[src/rtl/sortmax_locked_p.sv]
// Streaming max/argmax over N samples with a key lock: once enough wrong-key runs
// have completed, later wrong-key runs quietly search for the minimum instead.
module sortmax_locked_p #(
  parameter int                W             = 8,
  parameter int                N             = 8,
  parameter int                KEY_W         = 4,
  parameter logic [KEY_W-1:0]  KEY_VAL       = 4'hA,
  parameter int                CORRUPT_AFTER = 4,
  localparam int               IW            = (N > 1) ? $clog2(N) : 1
) (
  input  logic          clk,
  input  logic          rst,
  input  logic          start,
  input  logic [KEY_W-1:0] keyinput,
  input  logic [W-1:0]  din,
  input  logic          din_valid,
  output logic          din_ready,
  output logic          busy,
  output logic          done,
  output logic [W-1:0]  max_out,
  output logic [IW-1:0] idx_out
);

  localparam int CW  = $clog2(N + 1);
  localparam int WRW = $clog2(CORRUPT_AFTER + 1) + 1;

  typedef enum logic [2:0] {
    IDLE  = 3'd0,
    LOAD  = 3'd1,
    CMP   = 3'd2,
    CMP_D = 3'd3,
    DONE  = 3'd4
  } state_t;

  state_t         state, state_d;
  logic [CW-1:0]  cnt;
  logic [W-1:0]   run_max, nxt_max;
  logic [IW-1:0]  run_idx, nxt_idx;
  logic [WRW-1:0] wrong_runs;
  logic           key_ok;
  logic           xfer, last, min_mode, upd;

  assign din_ready = (state == LOAD) || (state == CMP) || (state == CMP_D);
  assign busy      = (state != IDLE);
  assign done      = (state == DONE);
  assign xfer      = din_valid && din_ready;
  assign last      = (cnt == CW'(N - 1));
  assign min_mode  = (wrong_runs >= WRW'(CORRUPT_AFTER));

  always_ff @(posedge clk) begin
    if (rst) state <= IDLE;
    // NOTE: sequential state uses non-blocking assignments so every register
    // samples pre-edge values, independent of statement order.
    else     state <= state_d;
  end

  always_comb begin
    // NOTE: every output of this block gets a default first, so no path can
    // leave a value unassigned and infer a latch.
    state_d = state;
    upd     = 1'b0;
    nxt_max = run_max;
    nxt_idx = run_idx;
    case (state)
      IDLE: if (start) state_d = LOAD;
      LOAD: if (xfer) begin
        nxt_max = din;
        nxt_idx = '0;
        if (N == 1)      state_d = DONE;
        else if (key_ok) state_d = CMP;
        else             state_d = CMP_D;
      end
      CMP, CMP_D: if (xfer) begin
        // Wrong-key runs past the threshold flip the comparison; timing is unchanged.
        if (state == CMP_D && min_mode) upd = (din < run_max);
        else                            upd = (din > run_max);
        if (upd) begin
          nxt_max = din;
          nxt_idx = IW'(cnt);
        end
        if (last) state_d = DONE;
      end
      DONE:    state_d = IDLE;
      default: state_d = IDLE;
    endcase
  end

  always_ff @(posedge clk) begin
    if (rst) begin
      cnt        <= '0;
      run_max    <= '0;
      run_idx    <= '0;
      max_out    <= '0;
      idx_out    <= '0;
      wrong_runs <= '0;
      key_ok     <= 1'b0;
    end else begin
      case (state)
        IDLE: if (start) begin
          cnt    <= '0;
          key_ok <= (keyinput == KEY_VAL);
        end
        LOAD:       if (xfer) cnt <= CW'(1);
        CMP, CMP_D: if (xfer) cnt <= cnt + 1'b1;
        default: ;
      endcase
      if (xfer) begin
        run_max <= nxt_max;
        run_idx <= nxt_idx;
      end
      // Results latch only on entry to DONE and hold through later runs.
      if (state_d == DONE && state != DONE) begin
        max_out <= nxt_max;
        idx_out <= nxt_idx;
        if (!key_ok && wrong_runs != '1) wrong_runs <= wrong_runs + 1'b1;
      end
    end
  end

endmodule

[config.mk]
export PLATFORM = sky130hd
export DESIGN_NAME = sortmax_locked_p
export DESIGN_NICKNAME = d
export VERILOG_FILES = /design/src/rtl/sortmax_locked_p.sv
export SDC_FILE = /design/constraint.sdc
export NUM_CORES = 1
export LEC_CHECK = 0
export BUFFER_PORTS_ARGS = -buffer_cell sky130_fd_sc_hd__buf_4
export CELL_PAD_IN_SITES_DETAIL_PLACEMENT = 1
export CELL_PAD_IN_SITES_GLOBAL_PLACEMENT = 2
export CORE_ASPECT_RATIO = 0.8
export CORE_UTILIZATION = 32
export DETAILED_ROUTE_END_ITERATION = 16
export GPL_ROUTABILITY_DRIVEN = 0
export PLACE_DENSITY_LB_ADDON = 0.1
export SETUP_SLACK_MARGIN = 0.1
export SLEW_MARGIN = 0
export SYNTH_ARGS = -nofsm -noshare
export SYNTH_HDL_FRONTEND = slang
export SYNTH_SLANG_ARGS = --single-unit
export TNS_END_PERCENT = 10
[constraint.sdc]
create_clock -name clk -period 4.05 [get_ports clk]
set_clock_uncertainty 0.1 [all_clocks]
set_input_delay 0.405 -clock clk [delete_from_list [all_inputs] [get_ports clk]]
set_output_delay 0.405 -clock clk [all_outputs]
set_load 0.02 [all_outputs]
==> run_results.csv <==
group,metric,value,unit
synthesis,netlist.area_leader.share,38.1,%
synthesis,yosys_warnings,0,
floorplanning,coreArea,5180,um^2
power,sequentialPowerShare,47.7,%
synthesis,synth_seq_area_share,38.1,%
route,wl_met3,119,um
route,m1WireLength,2400,um
global_routing,gr-usage-all-layers,17.3,%
power,leakagePower,0.000809,uW
worst_setup_path,worstSetupPathType,"reg2reg",
final_layout,mostFrequentLayoutCells,"34 x dfxtp_1, 30 x buf_4, 26 x nand2_1, 19 x nor2_1",
floorplanning,dieArea,5880,um^2
worst_setup_path,cp-end-kind,"register",
global_routing,gr-total-overflow,0,
timing,rsz0062_at_grt,"false",
power,swShare,28.2,%
synthesis,ys.flop_type,"dfxtp_1",
route,drt-total-wl,4710,um
worst_setup_path,r2r_end,"wrong_runs[3]$_SDFFE_PP0P_",
worst_hold_path,hold_class,"in2reg",
final_layout,final_nets,255,
clock_network,clock_latency,280,ps
worst_hold_path,hold_depth,2,
worst_hold_path,hold_path.startpoint,"din[6]",
global_routing,antenna_found_initial,0,
synthesis,synth_area_leaders,"dfxtp_1 38%, ha_1 7.0%, nand2_1 5.5%",
route,met2WireLength,2140,um
synthesis,synth_edf_count,0,
global_routing,grt_pass1_wl,7660,um
clock_network,cts-htree-levels,2,
synthesis,synth_cell_type_count,43,
synthesis,ys_seq_elements,34,
power,p_per_area,344,nW/um^2
timing,fin_crit,2570,ps
route,firstDrtPassIters,4,
power,combPwrFrac,16.8,%
timing,setup_slack,1480,ps
route,vias_per_cell,5.37,
route,vias,1569,
final_layout,multi_input_area,1020,um^2
synthesis,syn_nets,228,
flow_run,max_cap_violations,0,
timing,max-slew-margin-rel,55.1,%
power,intPower,527,uW
clock_network,path_clk_slew,70,ps
worst_setup_path,r2r_start,"state[1]$_SDFF_PP0_",
final_layout,final_common_cell,"dfxtp_1",
timing,hold_viol,0,
worst_setup_path,rrSetupSlack,1480,ps
timing,setup-violations-final,0,
clock_network,cts_made_buffers,5,
synthesis,syn_avg_cell_area,8.83,um^2
timing,max_freq,390,MHz
floorplanning,fp.dieH,68.8,um
floorplanning,top_level_ports,30,
synthesis,syn-instance-count,202,
placement,hpwl,3460,um
timing,finalSetupTns,0,ps
route,drc,0,
timing,fin_crit_sh,63.3,%
synthesis,yosys.area.top_type,"dfxtp_1",
power,switchingPower,207,uW
power,clock_power_share,35.5,%
clock_network,postCtsHoldBufs,0,
route,drt_iter0_markers,13,
final_layout,fillCellCount,614,
final_layout,seqCellArea,681,um^2
power,p_total,735,uW
synthesis,synthArstFlopShare,0,%
final_layout,fin_util,41.3,%
worst_hold_path,whs_endpoint,"run_max[6]$_SDFFE_PP0N_",
global_routing,grt_max_degree,21,
global_routing,first_global_vias,1596,
placement,portBuffers,29,
worst_setup_path,crit_path_start_kind,"register",
route,ant_nets,0,
timing,worst_pin_slew,672,ps
clock_network,cts_tree,"built",
clock_network,postCtsSetupBuffers,0,
final_layout,synthToLayoutAreaGrowth,19.8,%
clock_network,clkSinkCount,34,
clock_network,clk_path_buf_depth,2,
synthesis,syn-cell-area,1780,um^2
placement,place_ws,1370,ps
outcome,outcome,"finished, final reports clean",
clock_network,cts.repair.resized,0,
worst_setup_path,cp.required,4120,ps
floorplanning,start_util,34.4,%
final_layout,diodes,0,
power,ir_drop,0.164,mV
floorplanning,row_count,23,
route,routed.top_layer,"met4",
worst_setup_path,reg2reg_depth,6,
route,routedWlPerCell,16.1,um
timing,drv_slew,0,
final_layout,drive_above_1_share,23.0,%
floorplanning,dieWidth,85.5,um
worst_setup_path,critPathMaxFanout,14,
clock_network,cts-root-buf,"clkbuf_8",
worst_setup_path,arrival,2640,ps
-- critical path: stages, from the launching register on --
cell and delay, ps:
dfxtp_1 490, and2b_4 350, nand4_1 540, a311oi_2 600
nand4_1 170, xor2_1 150, nor2_1 50
-- cell families (layout without fill, tap and decap cells) --
group | Yosys count | count (layout) | share of synthesized area (%)
compound gates | 53 | 53 | 24.5
buf+inv | 21 | 49 | 4.84
xor+xnor | 3 | 3 | 1.47
flops | 34 | 34 | 38.1
fa+ha+maj | 10 | 10 | 7.01
mux | 6 | 6 | 3.58
simple gates | 75 | 75 | 20.5
-- power groups by stage --
stage                     logic [uW]  clock network (uW)  registers (uW)
final                            124                 261             350
after floorplan                 87.3                   0             356
after detailed placement         124                   0             358
after global routing             137                 286             351
after CTS                        125                 270             350
after global placement           122                   0             357
-- worst max-delay path by stage --
| stage | cells past startpoint | startpoint | to | slack, ps |
|---|---|---|---|---|
| finish | 6 | state[1]$_SDFF_PP0_ | wrong_runs[3]$_SDFFE_PP0P_ | 1480 |
| global route | 8 | run_max[7]$_SDFFE_PP0N_ | idx_out[1]$_SDFFE_PP0P_ | 1310 |
| CTS | 6 | state[1]$_SDFF_PP0_ | wrong_runs[3]$_SDFFE_PP0P_ | 1490 |
| detailed placement | 8 | din[1] | idx_out[2]$_SDFFE_PP0P_ | 1370 |
| global placement | 8 | din[1] | idx_out[1]$_SDFFE_PP0P_ | 1410 |
| floorplan | 7 | din[1] | idx_out[0]$_SDFFE_PP0P_ | 1850 |
-- per-stage QoR --
stage / area (um^2) / hold slack (ps) / instances
finish: 2140 / 244 / 292
global route: 2140 / 240 / 292
CTS: 2140 / 237 / 292
detailed placement: 2050 / 353 / 284
global placement: 2050 / 342 / 284
floorplan: 1780 / 335 / 202
-- layout make-up --
type	count	share of cell area, %
Tap cell	62	3.63
Clock buffer	7	4.04
Sequential cell	34	31.8
Timing Repair Buffer	30	10.5
Multi-Input combinational cell	147	47.8
Inverter	11	1.93
Clock inverter	1	0.234
-- per-layer routing --
| layer | track usage, % | vias up |
|---|---|---|
| met1 | 22.3 | 750 |
| li1 | - | 794 |
| met4 | 5.00 | 0 |
| met5 | 0 | - |
| met3 | 4.17 | 7 |
| met2 | 29.3 | 18 |
-- sequential cells by signal (all words and copies together), names as in the netlist --
register	count
max_out	8
run_max	8
cnt	4
wrong_runs	4
idx_out	3
run_idx	3
state	3
key_ok	1
-- cells in the mapped netlist (all sizes together) (3+ instances only) --
master / instances
a211oi: 6
a21oi: 12
a311oi: 8
clkbuf: 9
dfxtp: 34
ha: 10
inv: 11
mux2: 3
mux2i: 3
nand2: 26
nand3: 6
nor2: 19
nor2b: 3
nor3: 3
nor4: 7
o21ai: 10
o2bb2ai: 7
No activity file was read; power rests on OpenSTA's default activity.
